--- config.mk ---
export PLATFORM = sky130hd
export DESIGN_NAME = compare_initiator_scoreboard
export DESIGN_NICKNAME = d
export VERILOG_FILES = /design/src/rtl/compare_initiator_scoreboard.sv
export SDC_FILE = /design/constraint.sdc
export NUM_CORES = 1
export LEC_CHECK = 0
export CAP_MARGIN = 20
export CORE_ASPECT_RATIO = 1.25
export CORE_UTILIZATION = 35
export CTS_BUF_LIST = sky130_fd_sc_hd__clkbuf_4 sky130_fd_sc_hd__clkbuf_8
export DETAILED_ROUTE_END_ITERATION = 10
export GPL_TIMING_DRIVEN = 0
export PLACE_DENSITY = 0.72
export SLEW_MARGIN = 40
export SYNTH_ARGS = -nofsm -noshare
export SYNTH_HDL_FRONTEND = slang
export SYNTH_SLANG_ARGS = --single-unit
--- constraint.sdc ---
create_clock -name clk -period 2.5 [get_ports clk]
set_clock_uncertainty 0.1 [all_clocks]
set_input_delay 0.5 -clock clk [delete_from_list [all_inputs] [get_ports clk]]
set_output_delay 0.5 -clock clk [all_outputs]
set_load 0.01 [all_outputs]
--- src/rtl/compare_initiator_scoreboard.sv ---
// compare_initiator_scoreboard: label initiator and accuracy scoreboard for the argmax stage.
// Optional per-class hit counters enabled by defining CONFUSION_STATS_EN.
module compare_initiator_scoreboard #(
  parameter int NOUT    = 10,
  parameter int CNT_W   = 16,
  parameter int TIMEOUT = 15
) (
  input  logic             clk,
  input  logic             reset_b,
  input  logic             label_valid,
  input  logic [3:0]       label_in,
  output logic             label_ready,
  input  logic             clear,
  output logic             start_state3,
  output logic [NOUT-1:0]  target_label_onehot,
  input  logic             end_state3,
  input  logic             matched,
  input  logic [3:0]       output_index,
  output logic             result_valid,
  output logic [3:0]       result_index,
  output logic             result_correct,
  output logic [CNT_W-1:0] total_count,
  output logic [CNT_W-1:0] correct_count,
  input  logic [3:0]       class_sel,
  output logic [CNT_W-1:0] class_hit_count,
  output logic             timeout_err,
  output logic             label_err
);

  localparam logic [1:0] S_IDLE   = 2'd0;
  localparam logic [1:0] S_START  = 2'd1;
  localparam logic [1:0] S_WAIT   = 2'd2;
  localparam logic [1:0] S_REPORT = 2'd3;
  localparam int TW = $clog2(TIMEOUT + 1);

  logic [1:0]       r_state;
  logic [TW-1:0]    r_timer;
  logic [NOUT-1:0]  r_onehot;
  logic [3:0]       r_res_idx;
  logic             r_res_ok;
  logic [CNT_W-1:0] r_total;
  logic [CNT_W-1:0] r_correct;
  logic             r_tmo_err;
  logic             r_lbl_err;

  logic w_idle;
  logic w_lbl_ok;
  logic w_accept;
  logic w_bad;
  logic w_done;
  logic w_tmo;
  logic w_report;

  function automatic logic [CNT_W-1:0] f_inc(input logic [CNT_W-1:0] v);
    return (&v) ? v : v + 1'b1;
  endfunction

  assign w_idle   = (r_state == S_IDLE);
  assign w_lbl_ok = ({28'd0, label_in} < 32'(NOUT));
  assign w_accept = w_idle & label_valid & w_lbl_ok;
  assign w_bad    = w_idle & label_valid & ~w_lbl_ok;
  assign w_done   = (r_state == S_WAIT) & end_state3;
  assign w_tmo    = (r_state == S_WAIT) & ~end_state3
                  & (r_timer == TW'(TIMEOUT - 1));
  assign w_report = (r_state == S_REPORT);

  // Handshake FSM and WAIT_END watchdog timer
  always_ff @(posedge clk or negedge reset_b) begin
    if (!reset_b) begin
      r_state <= S_IDLE;
      r_timer <= '0;
    end else begin
      case (r_state)
        S_IDLE:   if (w_accept) r_state <= S_START;
        S_START: begin
          r_timer <= '0;
          r_state <= S_WAIT;
        end
        S_WAIT: begin
          r_timer <= r_timer + 1'b1;
          if (w_done)     r_state <= S_REPORT;
          else if (w_tmo) r_state <= S_IDLE;
        end
        default:  r_state <= S_IDLE;
      endcase
    end
  end

  // Latched one-hot target and captured compare result
  always_ff @(posedge clk or negedge reset_b) begin
    if (!reset_b) begin
      r_onehot  <= '0;
      r_res_idx <= '0;
      r_res_ok  <= 1'b0;
    end else begin
      if (w_accept) r_onehot <= NOUT'(1) << label_in;
      if (w_done) begin
        r_res_idx <= output_index;
        r_res_ok  <= matched;
      end
    end
  end

  // Saturating accuracy counters; clear overrides a same-cycle update
  always_ff @(posedge clk or negedge reset_b) begin
    if (!reset_b) begin
      r_total   <= '0;
      r_correct <= '0;
    end else if (clear) begin
      r_total   <= '0;
      r_correct <= '0;
    end else if (w_report) begin
      r_total <= f_inc(r_total);
      if (r_res_ok) r_correct <= f_inc(r_correct);
    end
  end

  // Sticky errors; a new error outranks a same-cycle clear
  always_ff @(posedge clk or negedge reset_b) begin
    if (!reset_b) begin
      r_tmo_err <= 1'b0;
      r_lbl_err <= 1'b0;
    end else begin
      if (w_tmo)      r_tmo_err <= 1'b1;
      else if (clear) r_tmo_err <= 1'b0;
      if (w_bad)      r_lbl_err <= 1'b1;
      else if (clear) r_lbl_err <= 1'b0;
    end
  end

`ifdef CONFUSION_STATS_EN
  logic [CNT_W-1:0] r_cls [NOUT];
  logic [CNT_W-1:0] w_hit;

  // Per-class hit counters indexed by the latched one-hot label
  always_ff @(posedge clk or negedge reset_b) begin
    if (!reset_b) begin
      for (int i = 0; i < NOUT; i++) r_cls[i] <= '0;
    end else if (clear) begin
      for (int i = 0; i < NOUT; i++) r_cls[i] <= '0;
    end else if (w_report && r_res_ok) begin
      for (int i = 0; i < NOUT; i++)
        if (r_onehot[i]) r_cls[i] <= f_inc(r_cls[i]);
    end
  end

  // Readout mux; out-of-range selectors read zero
  always_comb begin
    w_hit = '0;
    for (int i = 0; i < NOUT; i++)
      if (class_sel == 4'(i)) w_hit = r_cls[i];
  end

  assign class_hit_count = w_hit;
`else
  logic w_unused_class_sel;

  assign w_unused_class_sel = ^class_sel;
  assign class_hit_count    = '0;
`endif

  assign label_ready         = w_idle;
  assign start_state3        = (r_state == S_START);
  assign target_label_onehot = r_onehot;
  assign result_valid        = w_report;
  assign result_index        = r_res_idx;
  assign result_correct      = r_res_ok;
  assign total_count         = r_total;
  assign correct_count       = r_correct;
  assign timeout_err         = r_tmo_err;
  assign label_err           = r_lbl_err;

endmodule

; Word-level counts from Yosys, hierarchy flattened
; Cells that the tools add are included.
[totals]
input_bits = 18
output_inout_bits = 68
regBits = 55
[op_classes]
eq_ne = 8
muxes = 15
add_sub_neg = 3
n_lt_le_gt_ge = 1
n_bitwise = 8
reduce_logical = 11
n_shift = 1
[ops]
columns = op, n
row1 = 2-to-1 mux 16 bit, 7
row2 = adder 16 x 1 -> 16 bit (second input constant), 2
row3 = AND reduction 16 bit, 2
row4 = nonzero test 2 bit, 5
row5 = left shift 1 x 4 -> 10 bit (first input constant), 1
row6 = case mux 4 bit (2 select lines), 1
row7 = AND 1 bit, 6
row8 = 2-to-1 mux 2 bit, 3
row9 = case mux 2 bit (3 select lines), 1
row10 = adder 4 x 1 -> 4 bit (second input constant), 1
row11 = equality test 2 bit (second input constant), 2
row12 = equality test 4 bit (second input constant), 1
row13 = less-than comparator 4 bit (second input constant), 1
row14 = inequality test 2 bit (second input constant), 2
row15 = AND reduction 2 bit, 2
row16 = 2-to-1 mux 1 bit, 3
row17 = inequality test 3 bit (second input constant), 1
row18 = AND reduction 3 bit, 1
row19 = equality test 2 x 1 -> 1 bit (second input constant), 1
row20 = logical NOT 2 bit, 1
row21 = inequality test 2 x 1 -> 1 bit (second input constant), 1
row22 = inverter 1 bit, 2

; Depth between registers and ports, before layout
; Gate-level depths: netlist (run 1).
[logic_depth]
ltp_word = 6
depth_mapped = 6
mapped_depth_nobuf = 6

; Least setup slack after synthesis (run 1)
; No wires, ideal clock.
[synth_timing]
path_kind = register to register
start = register r_state[0]
end = register r_correct[13] (netlist: correct_count[13])
t_arrival_ns = 1.793
path_slack_ns = 0.529
path_stages_with_launch = 6
required_time_ns = 2.322
period_less_slack_ns = 1.971
n_path_buf = 0
cell_sequence = dfrtp_1 -> ha_1 -> and4_4 -> nand4_4 -> or4_1 -> a21oi_1
[synth_between]
elab_chain_cells = 3
[synth_rtl]
columns = item, line
row1 = from (decl), 36  ; logic [1:0] r_state;
row2 = from (signal assigned), 70  ; r_state <= S_IDLE;
row3 = from (signal assigned), 74  ; S_IDLE: if (w_accept) r_state <= S_START;
row4 = from (signal assigned), 77  ; r_state <= S_WAIT;
row5 = equality test 2 bit, 65  ; assign w_report = (r_state == S_REPORT);
row6 = named net result_valid, 19  ; output logic result_valid,
row7 = nonzero test 2 bit (no line), -
row8 = AND reduction 3 bit (no line), -
row9 = to (signal assigned), 114  ; if (r_res_ok) r_correct <= f_inc(r_correct);
row10 = to (decl), 42  ; logic [CNT_W-1:0] r_correct;
; The timed path passes the listed nets, and every way through them passes these cells.
; A chain may end at the register's enable or synchronous reset.

; Worst setup path in the final report (run 1)
[layout_timing]
start = input port clear
end = register r_total[1] (netlist: total_count[1])
[layout_between]
elab_chain_cells = 2
[layout_rtl]
columns = item, line
row1 = from (decl), 13  ; input logic clear,
row2 = inequality test 2 bit (no line) or nonzero test 2 bit (tied branches), -
row3 = AND reduction 2 bit (no line), -
row4 = to (signal assigned), 113  ; r_total <= f_inc(r_total);
row5 = to (decl), 41  ; logic [CNT_W-1:0] r_total;
; Parallel ways exist; a longest one is shown, timed or not.

==> results of run 1 <==
[where the power goes]
group	total (uW)	switching, uW	internal (uW)
Combinational	864	390	474
Sequential	1140	119	1020
Clock	629	324	305
[cell families (layout without fill, tap and decap cells)]
kind of cell | Yosys count | after routing | synth area share (%)
AND/OR/NAND/NOR | 110 | 110 | 21.6
AO/OA/AOI/OAI | 74 | 74 | 16.5
flip-flops | 55 | 55 | 45.6
buffers and inverters | 34 | 109 | 6.34
multiplexers | 15 | 15 | 5.51
adder cells (fa/ha/maj) | 9 | 9 | 3.73
XOR/XNOR | 2 | 2 | 0.580
other | 1 | 16 | 0.124
[worst paths after layout]
| path | cells past startpoint | endpoint | slack (ns) | startpoint |
|---|---|---|---|---|
| max reg2reg | 5 | correct_count[15] | 0.42 | r_state[0] |
| min reg2reg | 1 | label_err | 0.41 | label_err |
| max | 5 | total_count[1] | 0.15 | clear |
| max in group asynchronous | 3 | target_label_onehot[9] | 1.32 | reset_b |
| min | 1 | label_err | 0.41 | label_err |
| min in group asynchronous | 2 | total_count[9] | 0.50 | reset_b |
[per-stage QoR]
| step | hold slack, ns | setup TNS, ns | total power [uW] | instance area [um2] | cells |
|---|---|---|---|---|---|
| floorplan | 0.104 | 0 | 1600 | 3080 | 315 |
| global placement | 0.388 | -53.29 | 1990 | 3850 | 477 |
| detailed placement | 0.304 | -2.97 | 2020 | 3860 | 478 |
| CTS | 0.414 | 0 | 2660 | 3990 | 487 |
| global route | 0.431 | 0 | 2770 | 3990 | 487 |
| finish | 0.412 | 0 | 2640 | 3990 | 487 |
[routing by layer]
layer | wire [um] | up-vias | part of all wire (%) | GRT usage, %
met3 | 315 | 9 | 4.5 | 2.74
met4 | 100 | 0 | 1.4 | 4.60
li1 | - | 1271 | - | -
met1 | 3070 | 1222 | 44 | 19.8
met2 | 3480 | 68 | 50 | 27.8
met5 | 0 | - | 0 | 0
[cell type report]
| cell class | count | area, um2 |
|---|---|---|
| Clock buffer | 5 | 68.8 |
| Timing Repair Buffer | 67 | 678 |
| Buffer | 23 | 150 |
| Fill cell | 765 | 4290 |
| Inverter | 11 | 41.3 |
| Tap cell | 97 | 121 |
| Multi-Input combinational cell | 226 | 1510 |
| Clock inverter | 3 | 47.5 |
| Sequential cell | 55 | 1380 |
[state kept, by name (all words and copies together) (netlist names), 2 cells and up]
| signal | cells |
|---|---|
| result_index | 4 |
| target_label_onehot | 10 |
| r_state | 2 |
| correct_count | 16 |
| r_timer | 4 |
| total_count | 16 |
[what timing repair did]
item                                    in CTS  in global routing
endpoints found under the setup margin       0                  1
resized for setup                            0                  1
hold buffers                                 1                  0
endpoints found under the hold margin       18                  0
[placed cells by master (no fill, tap or decap), drive strengths merged, types with 3 or more instances in the layout]
| cell type | count |
|---|---|
| clkdlybuf4s50 | 64 |
| dfrtp | 55 |
| a21oi | 25 |
| nand2 | 21 |
| buf | 19 |
| o21ai | 17 |
| nor2 | 16 |
| conb | 16 |
| mux2 | 13 |
| inv | 12 |
| nand4 | 12 |
| clkbuf | 11 |
| or4 | 9 |
| a22o | 9 |
| nand3 | 9 |
| ha | 9 |
| o31ai | 8 |
| or3 | 8 |
| nor2b | 7 |
| and4 | 6 |
| and3 | 5 |
| nor3 | 4 |
| nor3b | 3 |
| a211oi | 3 |
| nor4 | 3 |
| o41ai | 3 |
| and2 | 3 |
[critical path, stage by stage]
cell	delay (ns)
clkdlybuf4s50_1	0.48
clkbuf_1	0.39
clkbuf_1	0.49
clkbuf_1	0.47
nor2_1	0.10
==> run metrics, run 1 <==
Worst EP required=2.58 ns; Final ANT Viol Nets=0; status=completed; final net count=between 400 and 500; largest net degree at the start of global routing=38; Initial Utilization=36.4%; # rows=37; HPWL reported at the end of detailed placement=5.13 mm; initial antenna violation count=0; Synth area leaders=dfrtp_1, mux2_2, buf_4, a21oi_1, ha_1; violation count after the first detailed-route iteration=around 150; final setup margin=0.147 ns; total number of yosys warnings=0; core region area=8290 um2; Mapped Area=about 3000 um2; DR vias/cell=5.28; Final Critical Period=2.35 ns; Max clock buf depth=2; CTS buffer count=5; Yosys top cell area share=45.6%; Horiz. Die Dim=between 80 and 90 um; Port Buf Inserts=65; critical path capture point type=flip-flop; vias in the first global route=roughly 2500; Max FO, Critical Path=10; number of library cell types mapped by synthesis=47; Ports=86; Area Growth Syn to Fin=32.3%; Setup Crit Path Kind=in2reg; final core occ=48.2%; # DRC=0; Synth top cells by count=dfrtp_1, a21oi_1, nand2_1; RSZ-0062 raised after global routing=false; final setup vio count=0; Tcrit/Tclk final=94.1%; Final GP Congestion=between 0.7 and 0.8; first-pass GRT wire length=11.6 mm; average cell area after synthesis=10.1 um2; sequential-to-total area share from yosys stat=45.6%; number of synthesized register bits=55; Die Footprint=~9000 um2; GRT overflow=0; final hold violations=0; Sink Count=between 50 and 60; Hold WC Path Type=reg2reg; worst slew pin tran=0.547 ns; clk_lat worst skew=0.31 ns; EDFF count, synth=0; post-detailed-routing wire length=6.96 mm; worst slack, placed=-0.216 ns; Max Slew Vio Count=0; top-count cell post-synth=dfrtp_1; Mapped Cells=300; clock tree root driver cell=clkbuf_8; number of diodes=0; post-CTS setup buffer count=0; Pwr Density=660 nW/um2; Fmax=between 400 and 500 MHz; leakage=0.00166 uW; Startpoint Class=primary input; CTS clock-pin slew for the worst setup and hold paths=around 0.11 ns; Post-synth top flop=dfrtp_1; CTS tree=built; Max Cap Violations=0; 1st-pass router iterations=4; Wirelength per Cell=14.3 um; layout cells sized above 1=13.3%; WP data arrival=around 2.4 ns; chip height=between 100 and 150 um; H-tree levels=2; max_slew headroom=63.6%; routed vias=2570; total track usage=15.8%; Post-synth ARST share=100%; peak supply drop=521 uV; largest area contributor in the netlist=dfrtp_1
(Power assumes the default switching activity.)
==> inputs of run 2 (changes only) <==
- PLACE_DENSITY: 0.72 -> 0.68
- clock period: 2.5 -> 2.7 ns (I/O delays scaled with it)
==> run metrics, run 2 (same netlist as run 1, synthesis figures left out) <==
Die Footprint=9000 um2 (unchanged); final setup vio count=0 (unchanged); H-tree levels=2 (unchanged); Worst EP required=2.06 ns (-0.52 ns); chip height=106 um (unchanged); clk_lat worst skew=0.31 ns (about the same); top sig layer=met4; Wirelength per Cell=14.5 um (+1.1%); Max clock buf depth=2 (unchanged); met3 routed WL=265 um (-16%); RSZ-0062 raised after global routing=false; final net count=415 (-0.24%); total track usage=15.7% (-0.13 points); violated checks=hold timing; CTS tree=built; leakage=0.00165 uW (-0.63%); max_slew headroom=66.3% (+2.7 points); worst slack, placed=0.0354 ns (+0.251 ns); most frequent cells in the layout=clkdlybuf4s50_1, dfrtp_1, a21oi_1; initial antenna violation count=0 (unchanged); violation count after the first detailed-route iteration=98 (-35%); CTS clock-pin slew for the worst setup and hold paths=0.10 ns (about the same); Final Critical Period=2.45 ns; Port Buf Inserts=65 (unchanged); status=finished with violations; WP data arrival=1.81 ns (-0.63 ns); final setup margin=0.252 ns (+0.105 ns); number of diodes=0 (unchanged); Area Growth Syn to Fin=31.5%; layout cells sized above 1=13.1% (-0.22 points); Initial Utilization=36.4% (unchanged); # rows=37 (unchanged); Sink Count=55 (unchanged); clock tree root driver cell=clkbuf_8; met1 WL=3.11 mm (+1.2%); Pwr Density=594 nW/um2 (-10%); routed vias=2586 (+0.62%); Final GP Congestion=0.826 (+3.4%); commonest non-fill, non-tap cell in the layout=clkdlybuf4s50_1; post-detailed-routing wire length=7.03 mm (+0.90%); post-CTS setup buffer count=0 (unchanged); Max Cap Violations=0 (unchanged); Min Hold Slack=-0.00285 ns (-0.415 ns); DR vias/cell=5.32 (+0.83%); Startpoint Class=flip-flop; worst slew pin tran=0.501 ns (-0.0452 ns); 1st-pass router iterations=4 (unchanged); Fmax=408 MHz; setup TNS=0 ns (unchanged); peak supply drop=441 uV (-15%); post_cts resized=0 (unchanged); first-pass GRT wire length=11.4 mm (-1.8%); Setup Crit Path Kind=reg2out; # DRC=0 (unchanged); Total Power=2360 uW (-11%); metal2 WL=3.62 mm (+4.0%); hold buffers post-CTS=0 (-1); CTS buffer count=5 (unchanged); GRT overflow=0 (unchanged); Horiz. Die Dim=85.1 um (unchanged); Tcrit/Tclk final=between 90% and 100%; HPWL reported at the end of detailed placement=5.16 mm (+0.53%); core region area=8290 um2 (unchanged); Max Slew Vio Count=0 (unchanged); Hold WC Path Type=in2async; vias in the first global route=2382 (-3.6%); Ports=86 (unchanged); Max FO, Critical Path=9 (-1); largest net degree at the start of global routing=36 (-5.3%); Final ANT Viol Nets=0 (unchanged); final hold violations=2 (+2); critical path capture point type=output port
-- run 2: cell types whose count changed in the layout (fill, tap and decap cells not counted) --
| cell | previous run | this run |
|---|---|---|
| clkinv_4 | 1 | 0 |
| inv_6 | 1 | 0 |
| ha_1 | 8 | 9 |
| ha_2 | 1 | 0 |
| clkbuf_8 | 5 | 7 |
| bufinv_16 | 1 | 0 |
| clkinvlp_4 | 0 | 1 |
| dlygate4sd3_1 | 1 | 0 |
-- run 2: metal layers --
metal / vias up / track usage (%)
met2: 55 / 27.7
met3: 2 / 2.35
met5: - / 0
met4: 0 / 4.84
met1: 1266 / 19.6
li1: 1263 / -
-- run 2: area by class of cell --
class	count	area (um2)
Timing Repair Buffer	66	668
Clock inverter	1	7.51
Inverter	11	41.3
Tap cell	97	121
Buffer	23	150
Clock buffer	7	96.3
Fill cell	773	4320
Sequential cell	55	1380
Multi-Input combinational cell	226	1510
-- run 2: path summary, 6_finish.rpt --
path	from	end	slack, ns	depth (start not counted)
max in group asynchronous	reset_b	label_err	2.01	2
min in group clk	timeout_err	timeout_err	0.40	1
hold / removal	reset_b	total_count[8]	-0.003	1
setup reg to reg	r_state[1]	correct_count[15]	0.52	5
hold reg to reg	timeout_err	timeout_err	0.40	1
setup / recovery	r_state[1]	result_valid	0.25	2
-- run 2: through the flow --
step / area (um2) / util (%) / std cells
4_1_cts: 3970 / 47.9 / 486
3_3_place_gp: 3850 / 46.4 / 477
2_1_floorplan: 3080 / - / 315
6_report: 3970 / 47.9 / 486
3_5_place_dp: 3860 / 46.6 / 478
5_1_grt: 3970 / 47.9 / 486
-- run 2: where the power goes --
group          internal (uW)  leakage [uW]  switching (uW)
Combinational            436      0.000851             359
Clock                    234     0.0000505             267
Sequential               947      0.000745             115
-- run 2: worst max-delay path: stages (launching register included) --
cell and delay (ns):
dfrtp_1 0.44, ha_1 0.44, clkdlybuf4s50_1 0.62
==> RTL edit (config.mk and constraints of run 2) <==
Build with the macro `CONFUSION_STATS_EN` defined.
--- a/src/rtl/compare_initiator_scoreboard.sv
+++ b/src/rtl/compare_initiator_scoreboard.sv
@@ -2,2 +2,4 @@
 // Optional per-class hit counters enabled by defining CONFUSION_STATS_EN.
+`define CONFUSION_STATS_EN
+
 module compare_initiator_scoreboard #(
Function: same outputs for any inputs over 4 cycles, from zero or initial values and one cycle with reset_b low; that may be too few to reach the edited logic, so the function may still have changed.
==> RTL edit against run 2 <==
  * The run ends with setup timing left
  * Total power rose to 3.6 times the old value
  * Global-route usage rose by 5.3 points
  * Wire length rose to 5.7 times the old value
  * Sequential cell count is 160 higher
  * Via count rose to 4.6 times the old value
  * Synthesized cell count rose to 4.8 times the old value
  * Clock power rose to 6.8 times the old value
  * Synthesized area grew to 4.3 times the old value
  * Largest cell class unchanged
  * Register-to-register slack got worse by 0.41 ns
  * Combinational power grew 85%
  * Highest routed layer unchanged
  * Sequential power rose to 3.3 times the old value
  * Cell area grew to 4.0 times the old value
  * Setup slack worse by 0.31 ns
==> RTL edit: results (changes against run 2) <==
sequential element share of the synthesized area 41.9% (-3.7 points); first-pass GRT wire length 62600 um (+450%); synth cell count leaders dfrtp_1 (215), nor2_1 (207), nand2_1 (94); vias per inst 5.68 (+6.7%); status finished, violations left; met2 Track Usage GR 36.7% (+9.0 points); Critical Path End class_hit_count[0]; post-synth cell types 71 (+51%); largest net degree at the start of global routing 67 (+86%); Lkg Pwr 6.31 nW (+280%); GP Congestion 0.991 (+20%); fill cell count 3449 (+350%); syn avg cell area 8.97 um^2 (-11%); placed cell area 14400 um^2 (+270%); met2 wire length 19900 um (+450%); CTS Buf Count 38 (+33); GRT Util Overall 21.0% (+5.3 points); reg2reg end r_cls[47]; Final Setup Violations 8 (+8); Port Buffers 83 (+28%); Critical Path AT 2.12 ns (+0.31 ns); via count 11900 (+360%); Worst Setup SP class_sel[1]; CTS Buffer Depth 3 (+1); Worst-path clk slew 0.07 ns (-0.03 ns); failing checks setup timing; Max rail drop VDD 0.000383 V (-13%); WL/cell 19.0 um (+32%); M3 GR Usage 3.23% (+0.88 points); M1 WL 15400 um (+390%); vias in the first global route 11500 (+380%); nets@finish 1621 (+290%); fraction of layout cells with a size suffix above 1 16.8% (+3.7 points); M1 GR Usage 24.0% (+4.4 points); Worst Setup Slack, final -0.0568 ns (-0.308 ns)
[RTL edit: repair_timing]
item	in CTS	in global routing
endpoints found under the hold margin	34	0
pin swaps	32	21
cloned	2	1
buffers inserted	20	5
hold buffers	1	0
resized for setup	206	41
endpoints found under the setup margin	33	24
[RTL edit: kinds of logic after synthesis]
group                    after synthesis  synth area share [%]
AO/OA/AOI/OAI                        247                  11.8
flip-flops                           215                  41.9
buffers and inverters                 99                  3.12
XOR/XNOR                             142                  9.69
adder cells (fa/ha/maj)               19                  1.85
multiplexers                          49                  4.05
AND/OR/NAND/NOR                      661                  27.6
[RTL edit: how the worst min path moves through the flow]
stage / from / to / slack (ns) / cells past startpoint
3_5_place_dp: reset_b / correct_count[14] / 0.33 / 1
3_3_place_gp: result_index[0] / result_index[0] / 0.39 / 1
4_1_cts: reset_b / correct_count[10] / 0.32 / 2
2_1_floorplan: reset_b / correct_count[0] / 0.14 / 0
5_1_grt: reset_b / correct_count[11] / 0.34 / 2
6_report: reset_b / correct_count[14] / 0.34 / 2
[RTL edit: area by class of cell]
class	instances	area (um^2)	area share [%]
Clock buffer	61	771	4.84
Buffer	70	448	2.82
Inverter	26	97.6	0.613
Tap cell	480	601	3.78
Clock inverter	5	80.1	0.503
Sequential cell	215	5390	33.9
Multi-Input combinational cell	1118	7430	46.7
Timing Repair Buffer	115	1100	6.91
[RTL edit: worst max-delay path, stage by stage]
cell and delay, ns:
buf_4 0.14, buf_8 0.17, clkbuf_8 0.17, and2_4 0.16, a21oi_1 0.04, o211ai_1 0.29, o21ai_1 0.15, a31oi_1 0.26
buf_2 0.17
[RTL edit: where the power goes]
| part | switching [mW] | total, mW | internal (mW) |
|---|---|---|---|
| registers | 0.177 | 3.54 | 3.37 |
| clock network | 1.43 | 3.42 | 1.99 |
| logic | 0.848 | 1.47 | 0.624 |
